File: src/rtl/ifu_pkg.sv
// Shared definitions for the IF fetch unit: FSM state encoding, NOP encoding,
// PC increment and the default boot address.
package ifu_pkg;

    localparam logic [1:0] ST_BOOT = 2'd0;
    localparam logic [1:0] ST_RUN  = 2'd1;
    localparam logic [1:0] ST_HALT = 2'd2;

    localparam logic [31:0] NOP_INST         = 32'h0000_0013;
    localparam int unsigned PC_STEP          = 4;
    localparam logic [31:0] DEFAULT_RESET_PC = 32'h0000_0000;

endpackage

File: src/rtl/if_fetch_unit.sv
// Instruction-fetch initiator: owns the PC, reads a combinational instruction
// memory and fills a registered IF/ID slot. Optional: IFU_MISALIGN_EXC_EN.
module if_fetch_unit
    import ifu_pkg::*;
#(
    parameter int unsigned      WIDTH    = 32,
    parameter logic [WIDTH-1:0] RESET_PC = WIDTH'(DEFAULT_RESET_PC)
) (
    input  logic             clk,
    input  logic             rst,
    input  logic             halt_i,
    input  logic             redirect_valid_i,
    input  logic [WIDTH-1:0] redirect_pc_i,
    input  logic             id_ready_i,
    output logic             rom_ce,
    output logic [WIDTH-1:0] rom_addr,
    input  logic [WIDTH-1:0] rom_data,
    output logic             if_valid_o,
    output logic [WIDTH-1:0] if_pc_o,
    output logic [WIDTH-1:0] if_inst_o,
`ifdef IFU_MISALIGN_EXC_EN
    output logic             if_misalign_o,
`endif
    output logic [31:0]      fetch_cnt_o
);

    logic [1:0]       state_q, state_d;
    logic [WIDTH-1:0] pc_q, pc_d;
    logic             valid_q, valid_d;
    logic [WIDTH-1:0] outPc_q, outPc_d;
    logic [WIDTH-1:0] outInst_q, outInst_d;
    logic [31:0]      cnt_q, cnt_d;
    logic             load;
    logic             loadLocked;

`ifdef IFU_MISALIGN_EXC_EN
    logic misalign_q, misalign_d;
    logic lock_q, lock_d;

    assign loadLocked    = lock_q;
    assign if_misalign_o = misalign_q;
`else
    logic unusedPcBits;

    assign loadLocked   = 1'b0;
    assign unusedPcBits = ^redirect_pc_i[1:0];
`endif

    assign rom_ce      = (state_q == ST_RUN);
    assign rom_addr    = pc_q;
    assign if_valid_o  = valid_q;
    assign if_pc_o     = outPc_q;
    assign if_inst_o   = outInst_q;
    assign fetch_cnt_o = cnt_q;

    assign load = rom_ce && (!valid_q || id_ready_i) && !halt_i
                  && !redirect_valid_i && !loadLocked;

    always_comb begin
        // Every state (BOOT included) moves to HALT while halt_i is high, else RUN.
        state_d   = halt_i ? ST_HALT : ST_RUN;
        pc_d      = pc_q;
        valid_d   = valid_q;
        outPc_d   = outPc_q;
        outInst_d = outInst_q;
        cnt_d     = cnt_q;
`ifdef IFU_MISALIGN_EXC_EN
        misalign_d = misalign_q;
        lock_d     = lock_q;
`endif
        if (redirect_valid_i) begin
`ifdef IFU_MISALIGN_EXC_EN
            pc_d = redirect_pc_i;
            if (redirect_pc_i[1:0] != 2'b00) begin
                // Present a NOP tagged misaligned and park until the next redirect.
                valid_d    = 1'b1;
                outPc_d    = redirect_pc_i;
                outInst_d  = WIDTH'(NOP_INST);
                misalign_d = 1'b1;
                lock_d     = 1'b1;
            end else begin
                valid_d    = 1'b0;
                misalign_d = 1'b0;
                lock_d     = 1'b0;
            end
`else
            pc_d    = {redirect_pc_i[WIDTH-1:2], 2'b00};
            valid_d = 1'b0;
`endif
        end else if (load) begin
            valid_d   = 1'b1;
            outPc_d   = pc_q;
            outInst_d = rom_data;
            pc_d      = pc_q + WIDTH'(PC_STEP);
            cnt_d     = cnt_q + 32'd1;
`ifdef IFU_MISALIGN_EXC_EN
            misalign_d = 1'b0;
`endif
        end else if (id_ready_i) begin
            valid_d = 1'b0;
`ifdef IFU_MISALIGN_EXC_EN
            misalign_d = 1'b0;
`endif
        end
    end

    always_ff @(posedge clk or posedge rst) begin
        if (rst) begin
            state_q   <= ST_BOOT;
            pc_q      <= RESET_PC;
            valid_q   <= 1'b0;
            outPc_q   <= '0;
            outInst_q <= '0;
            cnt_q     <= 32'd0;
        end else begin
            state_q   <= state_d;
            pc_q      <= pc_d;
            valid_q   <= valid_d;
            outPc_q   <= outPc_d;
            outInst_q <= outInst_d;
            cnt_q     <= cnt_d;
        end
    end

`ifdef IFU_MISALIGN_EXC_EN
    always_ff @(posedge clk or posedge rst) begin
        if (rst) begin
            misalign_q <= 1'b0;
            lock_q     <= 1'b0;
        end else begin
            misalign_q <= misalign_d;
            lock_q     <= lock_d;
        end
    end
`endif

endmodule

File: config.mk
export PLATFORM = sky130hd
export DESIGN_NAME = if_fetch_unit
export DESIGN_NICKNAME = d
export VERILOG_FILES = /design/src/rtl/ifu_pkg.sv /design/src/rtl/if_fetch_unit.sv
export SDC_FILE = /design/constraint.sdc
export NUM_CORES = 1
export LEC_CHECK = 0
export CAP_MARGIN = 10
export CORE_MARGIN = 3
export CORE_UTILIZATION = 49
export CTS_CLUSTER_DIAMETER = 40
export CTS_CLUSTER_SIZE = 16
export DETAILED_ROUTE_END_ITERATION = 16
export PLACE_DENSITY = 0.86
export SYNTH_ARGS = -nofsm -noshare
export SYNTH_HDL_FRONTEND = slang
export SYNTH_SLANG_ARGS = --single-unit
File: constraint.sdc
create_clock -name clk -period 9.2 [get_ports clk]
set_input_delay 0.92 -clock clk [delete_from_list [all_inputs] [get_ports clk]]
set_output_delay 0.92 -clock clk [all_outputs]
set_load 0.01 [all_outputs]
==> results of run 1 <==
==> metrics by stage <==
step                cells  hold slack, ns  cell area, um2
floorplan             469          0.5075            5664
global placement      783          0.4609            7681
detailed placement    783          0.4645            7681
CTS                   815          0.4892            8298
global route          815          0.5062            8298
finish                815          0.4789            8298
==> layout make-up <==
class,instances,area [um2]
clock buffers,28,546.8
clock inverters,4,70.07
fillers,745,2780
inverters,7,28.78
multi-input cells,314,2360
flip-flops and latches,127,3178
well taps,140,175.2
repair buffers,195,1939
==> layout by cell type, fill, tap and decap left out, types with 2 or more instances in the layout <==
master | synthesis | final
nor2_1 | 7 | 7
and4_1 | 10 | 10
nor4_4 | 2 | 2
nand2_1 | 45 | 45
nand3_1 | 20 | 20
mux2_2 | 63 | 63
clkbuf_1 | 8 | 3
and2_1 | 3 | 3
nor3_2 | 1 | 2
mux2i_1 | 4 | 4
ha_1 | 2 | 2
inv_1 | 7 | 6
buf_4 | 4 | 3
xnor2_1 | 41 | 41
clkinv_2 | 0 | 2
nor3_1 | 7 | 6
conb_1 | 1 | 4
clkbuf_8 | 0 | 8
nand4_1 | 13 | 13
bufinv_16 | 0 | 2
dfrtp_1 | 127 | 127
clkbuf_16 | 0 | 17
clkdlybuf4s50_1 | 0 | 191
o31a_1 | 3 | 3
and3_1 | 12 | 12
or2_2 | 3 | 3
o21ai_0 | 27 | 27
nor4_1 | 11 | 11
nand2b_1 | 6 | 6
xor2_1 | 14 | 14
==> worst max-delay path, stage by stage <==
cell and delay, ns:
clkdlybuf4s50_1 0.50, and4b_1 0.35, nand3_2 0.24, or3_4 0.48, o31a_1 0.30, o31a_1 0.28
==> power groups by stage <==
stage	combinational, W	sequential [W]	clock (W)
finish	0.000386	0.000717	0.000678
global route	0.000412	0.000730	0.000716
CTS	0.000392	0.000718	0.000689
detailed placement	0.000390	0.000726	0
global placement	0.000380	0.000717	0
floorplan	0.000112	0.000755	0
==> routing by layer <==
layer | wire length (um) | GRT usage, % | vias up
met1 | 5701 | 28.03 | 2140
met2 | 6876 | 37.20 | 159
li1 | - | - | 2023
met4 | 160 | 7.212 | 0
met3 | 1116 | 7.745 | 15
met5 | 0 | 0 | -
==> worst min path at each step <==
stage / start / endpoint / cells after the start
after floorplan: fetch_cnt_o[31] / fetch_cnt_o[31] / 1
final: fetch_cnt_o[31] / fetch_cnt_o[31] / 1
after global placement: fetch_cnt_o[31] / fetch_cnt_o[31] / 1
after detailed placement: fetch_cnt_o[31] / fetch_cnt_o[31] / 1
after CTS: fetch_cnt_o[31] / fetch_cnt_o[31] / 1
after global routing: fetch_cnt_o[23] / fetch_cnt_o[23] / 1
==> sequential cells by signal, indices dropped and copies added, names as in the netlist <==
register	count
fetch_cnt_o	32
if_inst_o	32
if_pc_o	30
if_valid_o	1
rom_addr	30
state_q	2
==> cell usage after synthesis, types with 2 or more instances <==
cell type / instances / area [um2]
and2_1: 3 / 18.77
and3_1: 12 / 75.07
and4_1: 10 / 87.58
buf_2: 9 / 45.04
buf_4: 4 / 30.03
clkbuf_1: 8 / 30.03
dfrtp_1: 127 / 3178
ha_1: 2 / 25.02
inv_1: 7 / 26.28
mux2_2: 63 / 709.4
mux2i_1: 4 / 40.04
nand2_1: 45 / 168.9
nand2b_1: 6 / 37.54
nand3_1: 20 / 100.1
nand4_1: 13 / 81.33
nor2_1: 7 / 26.28
nor3_1: 7 / 35.03
nor4_1: 11 / 68.82
nor4_4: 2 / 42.54
o21ai_0: 27 / 135.1
o31a_1: 3 / 26.28
or2_2: 3 / 18.77
xnor2_1: 41 / 359.1
xor2_1: 14 / 122.6
==> cell families after synthesis <==
group / Yosys count / synth area share, %
compound gates: 34 / 3.342
xor+xnor: 55 / 8.521
fa+ha+maj: 2 / 0.4426
buf+inv: 28 / 2.324
flops: 127 / 56.22
mux: 67 / 13.26
other cells: 1 / 0.06634
simple gates: 152 / 15.83
==> impl_metrics.env, run 1 <==
export IMPL_area_growth_pct=46.79
export IMPL_p_per_area_mw_per_mm2=214.6
export IMPL_dr_pass1_iters=4
export IMPL_core_rowCount=38
export IMPL_totalWireLength_um=13850
export IMPL_grt_overflow=0
export IMPL_cp_data_required_time_ns=9.49
export IMPL_cts_sinks=127
export IMPL_dr_total_vias=4337
export IMPL_cts_buffers=17
export IMPL_rsz0062_at_grt="false"
export IMPL_fmax_mhz=359.6
export IMPL_outcome="finished clean"
export IMPL_intPower_w=0.001346
export IMPL_synth_ff_type="dfrtp_1"
export IMPL_finalWeightedCongestion=0.7892
export IMPL_grt_max_degree=73
export IMPL_min_path_type="flip-flop to flip-flop"
export IMPL_cts_path_max_buffers=2
export IMPL_hpwlAfterDp_um=9997
export IMPL_tightest_slew_ns=0.9680
export IMPL_r2r_cells=5
export IMPL_drtIter0Drc=163
export IMPL_ios=199
export IMPL_p_clk_share_pct=38.1
export IMPL_clock_skew_ns=0.008052
export IMPL_nNetsFinal=733
export IMPL_antenna_found_initial=0
export IMPL_syn_area_mm2=0.005653
export IMPL_clkLatencyLatePin_ns=0.41
export IMPL_yosysSeqAreaShare_pct=56.22
export IMPL_via_per_inst=5.321
export IMPL_maxCapViolCount=0
export IMPL_hold_viol=0
export IMPL_antenna_cells=0
export IMPL_path_clk_slew_ns=0.05
export IMPL_fp_dieW_um=113.4
export IMPL_die_h_um=113.4
export IMPL_comb_power_share_pct=21.7
export IMPL_tns_ns=0
export IMPL_synth_edff_count=0
export IMPL_switching_share_pct=24.43
export IMPL_yosysWarnings=0
export IMPL_drive_gt1_share_pct=16.44
export IMPL_setup_ws_ns=6.419
export IMPL_grt_util_all_layers_pct=22.53
export IMPL_coreArea_mm2=0.01108
export IMPL_post_cts_resized=0
export IMPL_finalSetupViolations=0
export IMPL_worstSetupPathType="primary input to flip-flop"
export IMPL_async_flop_share_pct=100.0
export IMPL_dp_worst_setup_slack_ns=6.012
export IMPL_cts_setup_buffers=0
export IMPL_min_period_ns=2.781
export IMPL_ant_nets=0
export IMPL_fin_crit_sh_pct=30.22
export IMPL_synthCells=466
export IMPL_ff2ff_setup_slack_ns=7.04
export IMPL_fin_util_pct=74.90
export IMPL_cts_tree="yes"
export IMPL_setup_worst_path_start="halt_i"
export IMPL_seqPwrFrac_pct=40.2
export IMPL_power_switching_w=0.0004350
export IMPL_synth_seq_cells=127
export IMPL_slew_headroom_pct=35.47
export IMPL_post_drt_wl_per_cell_um=17.00
export IMPL_drv_slew=0
export IMPL_critPathLaunchType="primary input"
export IMPL_synthDistinctLibCells=42
export IMPL_cts_hold_buf=0
export IMPL_finalPower_w=0.001781
export IMPL_root_buffer="clkbuf_16"
export IMPL_initial_core_util_pct=51.03
export IMPL_first_global_vias=4528
export IMPL_r2r_end="rom_addr[29]"
export IMPL_drc=0
export IMPL_syn_area_per_cell_um2=12.13
export IMPL_h_tree_depth=4
export IMPL_dieArea_mm2=0.01286
export IMPL_p_leak_nw=3.429
export IMPL_port_buffers=192
export IMPL_r2r_start="rom_addr[5]"
export IMPL_critPathCaptureType="flip-flop"
export IMPL_arrival_ns=3.07
export IMPL_peakVddDrop_mv=0.1559
export IMPL_path_max_fanout=9
export IMPL_grt_pass1_wl_um=22860
export IMPL_crit_path_end="rom_addr[29]"
Note: power is estimated with default switching activity, not from simulation.
==> inputs of run 2 (changes only) <==
--- a/config.mk
+++ b/config.mk
@@ -7,11 +7,11 @@
 export LEC_CHECK = 0
 export CAP_MARGIN = 10
 export CORE_MARGIN = 3
-export CORE_UTILIZATION = 49
+export CORE_UTILIZATION = 41
 export CTS_CLUSTER_DIAMETER = 40
 export CTS_CLUSTER_SIZE = 16
 export DETAILED_ROUTE_END_ITERATION = 16
-export PLACE_DENSITY = 0.86
+export PLACE_DENSITY = 0.77
 export SYNTH_ARGS = -nofsm -noshare
 export SYNTH_HDL_FRONTEND = slang
 export SYNTH_SLANG_ARGS = --single-unit
==> constraint.sdc (replaced) <==
create_clock -name clk -period 2.5 [get_ports clk]
set_input_delay 0.25 -clock clk [delete_from_list [all_inputs] [get_ports clk]]
set_output_delay 0.25 -clock clk [all_outputs]
set_load 0.01 [all_outputs]
==> impl_metrics.env, run 2 (same netlist as run 1, synthesis figures left out) <==
export IMPL_cts_path_max_buffers=2
export IMPL_grt_pass1_wl_um=23090
export IMPL_port_buffers=192
export IMPL_final_common_cell="clkdlybuf4s50_1"
export IMPL_dr_pass1_iters=4
export IMPL_fin_crit_sh_pct=86.22
export IMPL_layout_common_cells="clkdlybuf4s50_1 (191), dfrtp_1 (127), mux2_2 (63), nand2_1 (45), xnor2_1 (41)"
export IMPL_post_drt_wl_per_cell_um=16.98
export IMPL_critPathCaptureType="flip-flop"
export IMPL_grt_util_all_layers_pct=19.62
export IMPL_min_path_type="primary input to async pin"
export IMPL_finalSetupViolations=0
export IMPL_grt_overflow=0
export IMPL_dp_worst_setup_slack_ns=0.1638
export IMPL_via_per_inst=5.134
export IMPL_totalWireLength_um=14590
export IMPL_p_leak_nw=3.453
export IMPL_drc=0
export IMPL_drtIter0Drc=213
export IMPL_drv_slew=0
export IMPL_hpwlAfterDp_um=10530
export IMPL_tns_ns=0
export IMPL_maxCapViolCount=0
export IMPL_fp_dieW_um=123.4
export IMPL_die_h_um=123.4
export IMPL_arrival_ns=2.45
export IMPL_drive_gt1_share_pct=17.57
export IMPL_fmax_mhz=463.9
export IMPL_min_period_ns=2.156
export IMPL_clock_skew_ns=0.004691
export IMPL_cp_data_required_time_ns=2.80
export IMPL_setup_ws_ns=0.3444
export IMPL_cts_tree="yes"
export IMPL_grt_max_degree=128
export IMPL_ant_nets=0
export IMPL_p_per_area_mw_per_mm2=774.9
export IMPL_clkLatencyLatePin_ns=0.41
export IMPL_hold_viol=0
export IMPL_dieArea_mm2=0.01523
export IMPL_root_buffer="clkbuf_16"
export IMPL_cts_setup_buffers=0
export IMPL_antenna_found_initial=0
export IMPL_worstSetupPathType="flip-flop to flip-flop"
export IMPL_cts_hold_buf=0
export IMPL_tightest_slew_ns=0.7021
export IMPL_cts_buffers=17
export IMPL_area_growth_pct=48.74
export IMPL_peakVddDrop_mv=0.6620
export IMPL_rsz0062_at_grt="false"
export IMPL_cts_sinks=127
export IMPL_outcome="finished clean"
export IMPL_finalWeightedCongestion=0.8158
export IMPL_slew_headroom_pct=53.19
export IMPL_post_cts_resized=0
export IMPL_nNetsFinal=741
export IMPL_antenna_cells=0
export IMPL_first_global_vias=4701
export IMPL_dr_total_vias=4410
export IMPL_initial_core_util_pct=42.35
export IMPL_coreArea_mm2=0.01335
export IMPL_ios=199
export IMPL_h_tree_depth=4
export IMPL_core_rowCount=42
export IMPL_fin_util_pct=62.99
export IMPL_path_max_fanout=14
export IMPL_path_clk_slew_ns=0.05
export IMPL_critPathLaunchType="flip-flop"
==> run 2: cell count changes in the layout (fill, tap and decap cells not counted), moves of 2 or more <==
cell        delta
buf_4          +6
clkbuf_8       -4
clkinvlp_4     +3
buf_12         +2
clkinv_4       +2
==> run 2: worst max-delay path, stage by stage (launching register included) <==
cell and delay (ns):
dfrtp_1 0.44, and4_4 0.30, nand4_4 0.23, or3_4 0.47
o31a_1 0.32, o31a_1 0.28
==> run 2: layer usage <==
metal  vias to the layer above  GRT usage, %  share of wire, %
li1                       2034             -                 -
met4                         0         8.789               2.0
met3                        20         7.640               8.5
met1                      2187         22.84                41
met5                         -             0                 0
met2                       169         32.04                49
==> run 2: stage by stage <==
step | power [W] | area [um2] | std cells | hold slack (ns)
after floorplan | 0.003195 | 5668 | 469 | 0.2814
after global placement | 0.004058 | 7812 | 827 | 0.4710
after detailed placement | 0.004121 | 7812 | 827 | 0.4684
after CTS | 0.006604 | 8408 | 859 | 0.3753
after global routing | 0.006823 | 8408 | 859 | 0.3905
final | 0.006516 | 8408 | 859 | 0.3726
==> run 2: area by class of cell <==
cell class | instances | area, um2
sequential | 127 | 3178
clock buffer | 23 | 488.0
multi-input combinational | 314 | 2360
tap | 176 | 220.2
inverter | 7 | 30.03
clock inverter | 9 | 107.6
fill | 1059 | 4940
timing repair buffer | 203 | 2024
==> run 2: path summary, 6_finish.rpt <==
path                       cells past startpoint               from         endpoint  slack, ns
max in group asynchronous                      3                rst       if_pc_o[7]       1.58
hold / removal                                 3                rst      if_pc_o[27]       0.37
hold reg to reg                                1    fetch_cnt_o[31]  fetch_cnt_o[31]       0.47
setup reg to reg                               5        rom_addr[7]     rom_addr[29]       0.34
setup / recovery                               5        rom_addr[7]     rom_addr[29]       0.34
min in group clk                               3  redirect_pc_i[15]     rom_addr[15]       0.39
==> run 2: where the power goes <==
group | switching [W] | internal [W] | total (W) | leakage [nW]
combinational | 0.000535 | 0.000901 | 0.00144 | 1.58
clock | 0.000878 | 0.00157 | 0.00245 | 0.289
sequential | 0.000249 | 0.00238 | 0.00263 | 1.59
